<file path="src/rtl/piezo_sound_if.sv">
// Request/playback bundle between the sound sources and the piezo arbiter.
interface piezo_sound_if;
    logic [3:0]  req;
    logic [1:0]  item_sel;
    logic [11:0] tone_period;
    logic [3:0]  grant;
    logic        busy;
    logic        done;

    modport master (output req, item_sel, input tone_period, grant, busy, done);
    modport slave  (input req, item_sel, output tone_period, grant, busy, done);
endinterface

</file>
<file path="src/rtl/piezo_sound_arbiter.sv">
// Arbitrates four sound requests onto one piezo tone generator and plays
// four fixed-length note slots per sound.
//
// state | meaning
// IDLE  | nothing playing; grant highest pending request
// PLAY  | stepping through the 4 note slots of the granted sound
// DONE  | one silent cycle with done pulse before returning to IDLE
module piezo_sound_arbiter #(
    parameter int NOTE_TICKS = 100000
) (
    input  logic          clk,
    input  logic          rst,
    piezo_sound_if.slave  bus
);
    localparam int TICK_W = $clog2(NOTE_TICKS);
    localparam logic [TICK_W-1:0] TICK_LAST = TICK_W'(NOTE_TICKS - 1);

    typedef enum logic [1:0] {IDLE, PLAY, DONE} state_t;

    state_t            state, state_nxt;
    logic [3:0]        pending;
    logic [1:0]        item_q;
    logic [1:0]        play_item;
    logic [1:0]        snd;
    logic [1:0]        slot;
    logic [TICK_W-1:0] tick;
    logic [11:0]       tone;
    logic [3:0]        grant_q;

    logic [3:0]        set_mask;
    logic [3:0]        clr_mask;
    logic [1:0]        win;
    logic              start;
    logic              tick_end;

    function automatic logic [11:0] note(input logic [1:0] s, input logic [1:0] sel,
                                         input logic [1:0] sl);
        logic [11:0] n;
        n = 12'd0;
        case (s)
            2'd0: begin
                case (sel)
                    2'd1:    n = 12'd3830;
                    2'd2:    n = 12'd2550;
                    2'd3:    n = 12'd2028;
                    default: n = 12'd0;
                endcase
                if (sl[0]) n = 12'd0;
            end
            2'd1: begin
                case (sl)
                    2'd0:    n = 12'd3830;
                    2'd1:    n = 12'd3038;
                    default: n = 12'd2550;
                endcase
            end
            2'd2: begin
                case (sl)
                    2'd0:    n = 12'd2550;
                    2'd1:    n = 12'd3038;
                    2'd2:    n = 12'd3830;
                    default: n = 12'd0;
                endcase
            end
            default: n = sl[0] ? 12'd0 : 12'd1912;
        endcase
        return n;
    endfunction

    always_ff @(posedge clk or posedge rst) begin
        if (rst) state <= IDLE;
        else     state <= state_nxt;
    end

    always_comb begin
        state_nxt = state;
        start     = 1'b0;
        clr_mask  = 4'b0000;
        set_mask  = bus.req;
        if (bus.item_sel == 2'd0) set_mask[0] = 1'b0;
        tick_end  = (tick == TICK_LAST);
        if      (pending[3]) win = 2'd3;
        else if (pending[2]) win = 2'd2;
        else if (pending[1]) win = 2'd1;
        else                 win = 2'd0;
        case (state)
            IDLE: begin
                if (pending != 4'b0000) begin
                    start     = 1'b1;
                    clr_mask  = 4'b0001 << win;
                    state_nxt = PLAY;
                end
            end
            PLAY:    if (tick_end && slot == 2'd3) state_nxt = DONE;
            DONE:    state_nxt = IDLE;
            default: state_nxt = IDLE;
        endcase
    end

    // A request landing on its own grant edge survives the clear (set wins).
    always_ff @(posedge clk or posedge rst) begin
        if (rst) begin
            pending   <= 4'b0000;
            item_q    <= 2'd0;
            play_item <= 2'd0;
            snd       <= 2'd0;
            slot      <= 2'd0;
            tick      <= '0;
            tone      <= 12'd0;
            grant_q   <= 4'b0000;
        end else begin
            pending <= (pending & ~clr_mask) | set_mask;
            if (set_mask[0]) item_q <= bus.item_sel;
            if (start) begin
                snd       <= win;
                play_item <= item_q;
                slot      <= 2'd0;
                tick      <= '0;
                grant_q   <= 4'b0001 << win;
                tone      <= note(win, item_q, 2'd0);
            end else if (state == PLAY) begin
                if (tick_end) begin
                    tick <= '0;
                    if (slot == 2'd3) begin
                        tone    <= 12'd0;
                        grant_q <= 4'b0000;
                    end else begin
                        slot <= slot + 2'd1;
                        tone <= note(snd, play_item, slot + 2'd1);
                    end
                end else begin
                    tick <= tick + 1'b1;
                end
            end
        end
    end

    assign bus.tone_period = tone;
    assign bus.grant       = grant_q;
    assign bus.busy        = (state != IDLE);
    assign bus.done        = (state == DONE);
endmodule

</file>
<file path="src/flat_wrapper.sv">
// flat-port wrapper written by rule: the top's interface ports become plain ports
module piezo_sound_arbiter_flat 
#(
    parameter int NOTE_TICKS = 100000
)
  (clk, rst, bus_req, bus_item_sel, bus_tone_period, bus_grant, bus_busy, bus_done);
  piezo_sound_if bus_i ();
  input  logic clk;
  input  logic rst;
  input wire logic [$bits(bus_i.req)-1:0] bus_req;
  input wire logic [$bits(bus_i.item_sel)-1:0] bus_item_sel;
  output wire logic [$bits(bus_i.tone_period)-1:0] bus_tone_period;
  output wire logic [$bits(bus_i.grant)-1:0] bus_grant;
  output wire logic [$bits(bus_i.busy)-1:0] bus_busy;
  output wire logic [$bits(bus_i.done)-1:0] bus_done;
  assign bus_i.req = bus_req;
  assign bus_i.item_sel = bus_item_sel;
  assign bus_tone_period = bus_i.tone_period;
  assign bus_grant = bus_i.grant;
  assign bus_busy = bus_i.busy;
  assign bus_done = bus_i.done;
  piezo_sound_arbiter #(.NOTE_TICKS(NOTE_TICKS)) u_core (.clk(clk), .rst(rst), .bus(bus_i));
endmodule
</file>
<file path="config.mk">
export PLATFORM = sky130hd
export DESIGN_NAME = piezo_sound_arbiter_flat
export DESIGN_NICKNAME = d
export VERILOG_FILES = /design/src/rtl/piezo_sound_if.sv /design/src/rtl/piezo_sound_arbiter.sv /design/src/flat_wrapper.sv
export SDC_FILE = /design/constraint.sdc
export NUM_CORES = 1
export LEC_CHECK = 0
export CAP_MARGIN = 10
export CORE_ASPECT_RATIO = 1.5
export CORE_MARGIN = 1
export CORE_UTILIZATION = 40
export CTS_CLUSTER_DIAMETER = 150
export CTS_CLUSTER_SIZE = 25
export DETAILED_ROUTE_END_ITERATION = 7
export MAX_ROUTING_LAYER = met4
export PLACE_DENSITY = 0.62
export SLEW_MARGIN = 0
export SYNTH_ARGS = -nofsm -noshare
export SYNTH_HDL_FRONTEND = slang
export SYNTH_SLANG_ARGS = --single-unit
</file>
<file path="constraint.sdc">
create_clock -name clk -period 2 [get_ports clk]
set_input_delay 0.4 -clock clk [delete_from_list [all_inputs] [get_ports clk]]
set_output_delay 0.4 -clock clk [all_outputs]
set_load 0.005 [all_outputs]
</file>
# After elaboration in Yosys (flattened, before gate mapping)
# Index checks and enable logic that the tools add are counted.
[word_totals]
out_inout_bits = 18
ff_bits = 47
elab_cells = 83
[op_classes]
n_shift = 1
n_reduce_logical = 15
n_mux = 34
addsub = 2
n_eq_ne = 19
bitwise_logic = 3
[ops]
columns = ["op", "n"]
rows = [
  ["case mux 12 bit (3 select lines)", 5],
  ["2-to-1 mux 12 bit", 5],
  ["2-to-1 mux 17 bit", 3],
  ["2-to-1 mux 4 bit", 6],
  ["case mux 11 bit (2 select lines)", 1],
  ["== test 2 bit, second input constant", 9],
  ["adder 17 x 1 -> 17 bit, second input constant", 1],
  ["== test 17 bit, second input constant", 1],
  ["2-to-1 mux 2 bit", 8],
  ["== test 2 x 1 -> 1 bit, second input constant", 6],
  ["2-to-1 mux 11 bit", 1],
  ["logical NOT 2 bit", 5],
  ["nonzero test 2 bit", 4],
  ["inequality test 2 x 1 -> 1 bit, second input constant", 3],
  ["AND reduction 3 bit", 2],
  ["AND 4 bit", 1],
  ["2-to-1 mux 1 bit", 4],
  ["inverter 4 bit", 1],
  ["bitwise OR 4 bit", 1],
  ["case mux 2 bit (2 select lines)", 1],
  ["AND reduction 2 bit", 2],
  ["nonzero test 4 bit", 1],
  ["left shift 1 x 2 -> 4 bit, first input constant", 1],
  ["adder 2 x 1 -> 2 bit, second input constant", 1],
  ["logical AND 1 bit", 1],
]

# Depth between registers and ports, before layout
# Gate-level depths: netlist of run 1.
[depth]
depth_word = 9
ltp_mapped = 8
depth_no_buf = 7

# Worst setup path before layout of run 1
# OpenSTA, ideal clock, no wires.
[synth_path]
path_kind = "register to register"
start = "register u_core.tick[14]"
end = "register u_core.grant_q[1] (netlist: u_core.bus.grant[1])"
path_slack_ns = -0.156
arrival_time_ns = 2.035
synth_period_minus_slack_ns = 2.156
stages_incl_launch_ff = 7
path_cell_list = "dfrtp_1 -> or4_1 -> or4_1 -> buf_2 -> o21ai_4 -> o21ai_2 -> a32o_1"
[synth_via]
elab_chain_len = 3
[synth_rtl]
columns = ["item", "line", "source"]
rows = [
  ["start: declaration", "piezo_sound_arbiter.sv:26", "logic [TICK_W-1:0] tick;"],
  ["start signal: assignment", "piezo_sound_arbiter.sv:132", "tick <= tick + 1'b1;"],
  ["== test 17 bit", "piezo_sound_arbiter.sv:81", "tick_end = (tick == TICK_LAST);"],
  ["nonzero test 2 bit (no source line)", "n/a", ""],
  ["AND reduction 3 bit (no source line)", "n/a", ""],
  ["end signal: assignment", "piezo_sound_arbiter.sv:119", "grant_q <= 4'b0001 << win;"],
  ["end: declaration", "piezo_sound_arbiter.sv:28", "logic [3:0] grant_q;"],
]
# Every way passes these cells.
# A chain may end at the register's enable or synchronous reset.

# Final worst setup path of run 1
[layout_path]
start = "register u_core.tick[8]"
end = "register u_core.grant_q[1] (netlist: u_core.bus.grant[1])"
# Same word-level chain as after synthesis.

==> results_dict.tcl, run 1 <==
set metrics [dict create \
    run_status "finished with violations" \
    violations "negative setup slack" \
    portBuffers 24 \
    min_period_over_period_pct 107 \
    insertedDiodeCount 0 \
    slowest_stage "or4_4" \
    cts_num_sinks 44 \
    vias 2249 \
    pwr-share-clk_pct 36.3 \
    period_needed_ns 2.13 \
    placedCellCount 401 \
    critPathRequiredTime_ns 2.20 \
    synth_edf_count 0 \
    postCtsHoldBufs 0 \
    synth_area_um2 2560 \
    layout.nets 358 \
    wl_met2_um 3480 \
    antenna_found_initial 0 \
    first_pass_iters 4 \
    tns_ns -2.57 \
    cts_root_buffer "clkbuf_8" \
    critPathBufInv 0 \
    ys_seq_area_share_pct 43.0 \
    path_class "reg2reg" \
    clock_latency_ns 0.30 \
    drt_iter0_markers 118 \
    cts_tree "done" \
    holdCritPathClass "in2async" \
    drive_above_1_share_pct 18.4 \
    fin_ws_ns -0.131 \
    power_leakage_nw 1.41 \
    end_kind "register" \
    pwr-share-seq_pct 56.4 \
    cp.arrival_ns 2.33 \
    highest_layer "met4" \
    drc 0 \
    rows 35 \
    yosysWarnings 0 \
    post-dp-hpwl_um 4940 \
    clockBufferDepth 2 \
    dieArea_um2 6730 \
    ys_seq_elements 44 \
    cp_slowest_stage_delay_ns 0.55 \
    irDropWorstVdd_v 0.000388 \
    cts_made_buffers 5 \
    ys_types 53 \
    gp_congestion 0.908 \
    clk_pin_slew_ns 0.08 \
    dp_slack_ns -0.213 \
    fp.dieW_um 67.3 \
    max-cap-violations 0 \
    viasPerCell 5.47 \
    met1_length_um 2450 \
    dr_wl_met3_um 195 \
    worst_slew_pin_slew_ns 0.579 \
    comb_power_share_pct 7.3 \
    final_antenna_net_count 0 \
    instances_no_fill 411 \
    crit_chain "or4_4 -> or4_4 -> o21ai_4 -> o21ai_4 -> a32o_1" \
    wl_per_cell_um 15.6 \
    p_sw_share_pct 24.1 \
    intPower_mw 1.24 \
    start_util_pct 41.5 \
    htree_levels 2 \
    grt_max_degree 29 \
    reg2reg_slack_ns -0.13 \
    grt_use_total_pct 21.9 \
    pwr_density_cell_nw_per_um2 501 \
    die_h_um 100 \
    hold_viol_final 0 \
    timing.fmax_ghz 0.469 \
    ys.flop_type "dfrtp_1" \
    slew_headroom_pct 61.4 \
    crit_family "simple AND/OR/NAND/NOR gates" \
    core_area_um2 6170 \
    synth_fp_nets 307 \
    crit_path_start_kind "register" \
    netlist_instances 285 \
    crit_fanout 6 \
    io_pins 26 \
    slew_violations 0 \
    finalSetupViolCount 28 \
    grt_first_pass_wirelength_um 10500 \
    rsz0062_at_grt "yes" \
    avgSynthCellArea_um2 8.99 \
    syn2layout_area_growth_pct 27.4 \
    overflow 0 \
    worst_hold_slack_ns 0.397 \
    grt_pass1_vias 2215 \
    synthArstFlopShare_pct 100 \
    postRouteWirelength_um 6410 \
    power_switching_mw 0.394 \
    finClkSkew_ns 0.00804 \
]
==> metrics by stage <==
stage | total power, mW | utilization [%] | cell area [µm²]
final | 1.63 | 52.8 | 3260
after global routing | 1.70 | 52.8 | 3260
after CTS | 1.66 | 52.1 | 3220
after detailed placement | 1.06 | 49.9 | 3080
after global placement | 1.06 | 49.9 | 3080
after floorplan | 1.00 | - | 2570
==> path summary, 6_finish.rpt <==
check | start | end | depth (start not counted)
min in group clk | u_core.bus.tone_period[10] | u_core.bus.tone_period[10] | 1
setup reg to reg | u_core.tick[8] | u_core.bus.grant[1] | 5
hold / removal | rst | u_core.bus.tone_period[4] | 2
hold reg to reg | u_core.bus.tone_period[10] | u_core.bus.tone_period[10] | 1
setup / recovery | u_core.tick[8] | u_core.bus.grant[1] | 5
max in group asynchronous | rst | u_core.item_q[0] | 3
==> cells in the mapped netlist (2+ instances only) <==
| master | count | area [µm²] |
|---|---|---|
| o22ai_1 | 2 | 12.5 |
| o31ai_1 | 3 | 22.5 |
| clkbuf_1 | 8 | 30.0 |
| or4_1 | 4 | 30.0 |
| o31a_1 | 2 | 17.5 |
| nand3_1 | 12 | 60.1 |
| nor2b_1 | 4 | 25.0 |
| nand4_1 | 6 | 37.5 |
| xor2_1 | 5 | 43.8 |
| dfrtp_1 | 44 | 1100 |
| a22o_1 | 2 | 17.5 |
| a21oi_1 | 10 | 50.1 |
| o21ai_0 | 15 | 75.1 |
| o211ai_1 | 3 | 22.5 |
| a21o_1 | 8 | 60.1 |
| nand2_1 | 30 | 113 |
| nor3_1 | 6 | 30.0 |
| o21a_1 | 3 | 22.5 |
| nor4_1 | 7 | 43.8 |
| buf_2 | 3 | 15.0 |
| a31oi_1 | 3 | 18.8 |
| o22a_1 | 2 | 17.5 |
| nor4b_1 | 2 | 17.5 |
| inv_1 | 15 | 56.3 |
| buf_4 | 3 | 22.5 |
| xnor2_1 | 6 | 52.6 |
| nor2_1 | 32 | 120 |
| ha_1 | 14 | 175 |
| a21oi_2 | 3 | 26.3 |
| nand2b_1 | 2 | 12.5 |
| and3_1 | 2 | 12.5 |
| and2_1 | 3 | 18.8 |
==> power by group through the flow <==
| stage | combinational [mW] | sequential [mW] | clock (mW) |
|---|---|---|---|
| floorplan | 0.0654 | 0.935 | 0 |
| detailed placement | 0.122 | 0.940 | 0 |
| finish | 0.120 | 0.922 | 0.593 |
| CTS | 0.123 | 0.922 | 0.612 |
| global placement | 0.120 | 0.939 | 0 |
| global route | 0.135 | 0.925 | 0.643 |
==> flip-flops by register name, summed over array words and instances, names as in the netlist <==
register / cells
u_core.tick: 17
u_core.bus.tone_period: 9
u_core.bus.grant: 4
u_core.pending: 4
u_core.item_q: 2
u_core.play_item: 2
u_core.slot: 2
u_core.snd: 2
u_core.state: 2
==> routing by layer <==
metal / global-route usage [%] / vias to the layer above
met1: 21.7 / 1061
met5: - / -
met3: 3.52 / 24
met4: 13.9 / 0
li1: - / 1107
met2: 38.3 / 57
==> area by class of cell <==
cell class | instances | area (µm²)
inverters | 15 | 56.3
multi-input cells | 211 | 1390
clock buffers | 6 | 82.6
well taps | 74 | 92.6
fillers | 580 | 2910
flip-flops and latches | 44 | 1100
clock inverters | 2 | 10.0
repair buffers | 59 | 534
==> cells by family after synthesis <==
logic type	synth area share (%)
buffers and inverters	5.28
AO/OA/AOI/OAI	18.7
flip-flops	43.0
AND/OR/NAND/NOR	21.9
XOR/XNOR	3.76
adder cells (fa/ha/maj)	6.84
multiplexers	0.391
other	0.146
==> what timing repair did <==
action | CTS | global route
resized for setup | 10 | 9
pin swaps | 4 | 5
setup buffers | 0 | 1
endpoints found under the setup margin | 31 | 32
cloned | 0 | 1
==> placed cells by master, fill, tap and decap left out, types with 3 or more instances in the layout <==
| master | Yosys | routed |
|---|---|---|
| dfrtp_1 | 44 | 44 |
| nand2_1 | 30 | 30 |
| buf_4 | 3 | 29 |
| nor2_1 | 32 | 26 |
| clkdlybuf4s50_1 | 0 | 24 |
| o21ai_0 | 15 | 15 |
| inv_1 | 15 | 14 |
| ha_1 | 14 | 14 |
| nand3_1 | 12 | 12 |
| a21oi_1 | 10 | 10 |
| a21o_1 | 8 | 8 |
| nor4_1 | 7 | 7 |
| xnor2_1 | 6 | 6 |
| nand4_1 | 6 | 6 |
| clkbuf_8 | 0 | 6 |
| xor2_1 | 5 | 5 |
| nor2_2 | 1 | 5 |
| nor3_1 | 6 | 5 |
| buf_6 | 1 | 5 |
| nor2b_1 | 4 | 4 |
| and2_1 | 3 | 3 |
| a21oi_2 | 3 | 3 |
| o21a_1 | 3 | 3 |
| a31oi_1 | 3 | 3 |
| o31ai_1 | 3 | 3 |
| o211ai_1 | 3 | 3 |
Power figures use the tool's default switching activity.
==> inputs of run 2 (changes only) <==
--- a/config.mk
+++ b/config.mk
@@ -7,7 +7,6 @@
 export LEC_CHECK = 0
 export CAP_MARGIN = 10
 export CORE_ASPECT_RATIO = 1.5
-export CORE_MARGIN = 1
 export CORE_UTILIZATION = 40
 export CTS_CLUSTER_DIAMETER = 150
 export CTS_CLUSTER_SIZE = 25
==> results of run 2 <==
No change in the layout: final DEF, timing and power equal those of run 1.
==> inputs of run 3 (changes only) <==
--- a/config.mk
+++ b/config.mk
@@ -11,6 +11,7 @@
 export CTS_CLUSTER_DIAMETER = 150
 export CTS_CLUSTER_SIZE = 25
 export DETAILED_ROUTE_END_ITERATION = 7
+export HOLD_SLACK_MARGIN = 0.05
 export MAX_ROUTING_LAYER = met4
 export PLACE_DENSITY = 0.62
 export SLEW_MARGIN = 0
==> results of run 3 <==
No change in the layout: final DEF, timing and power equal those of run 1.
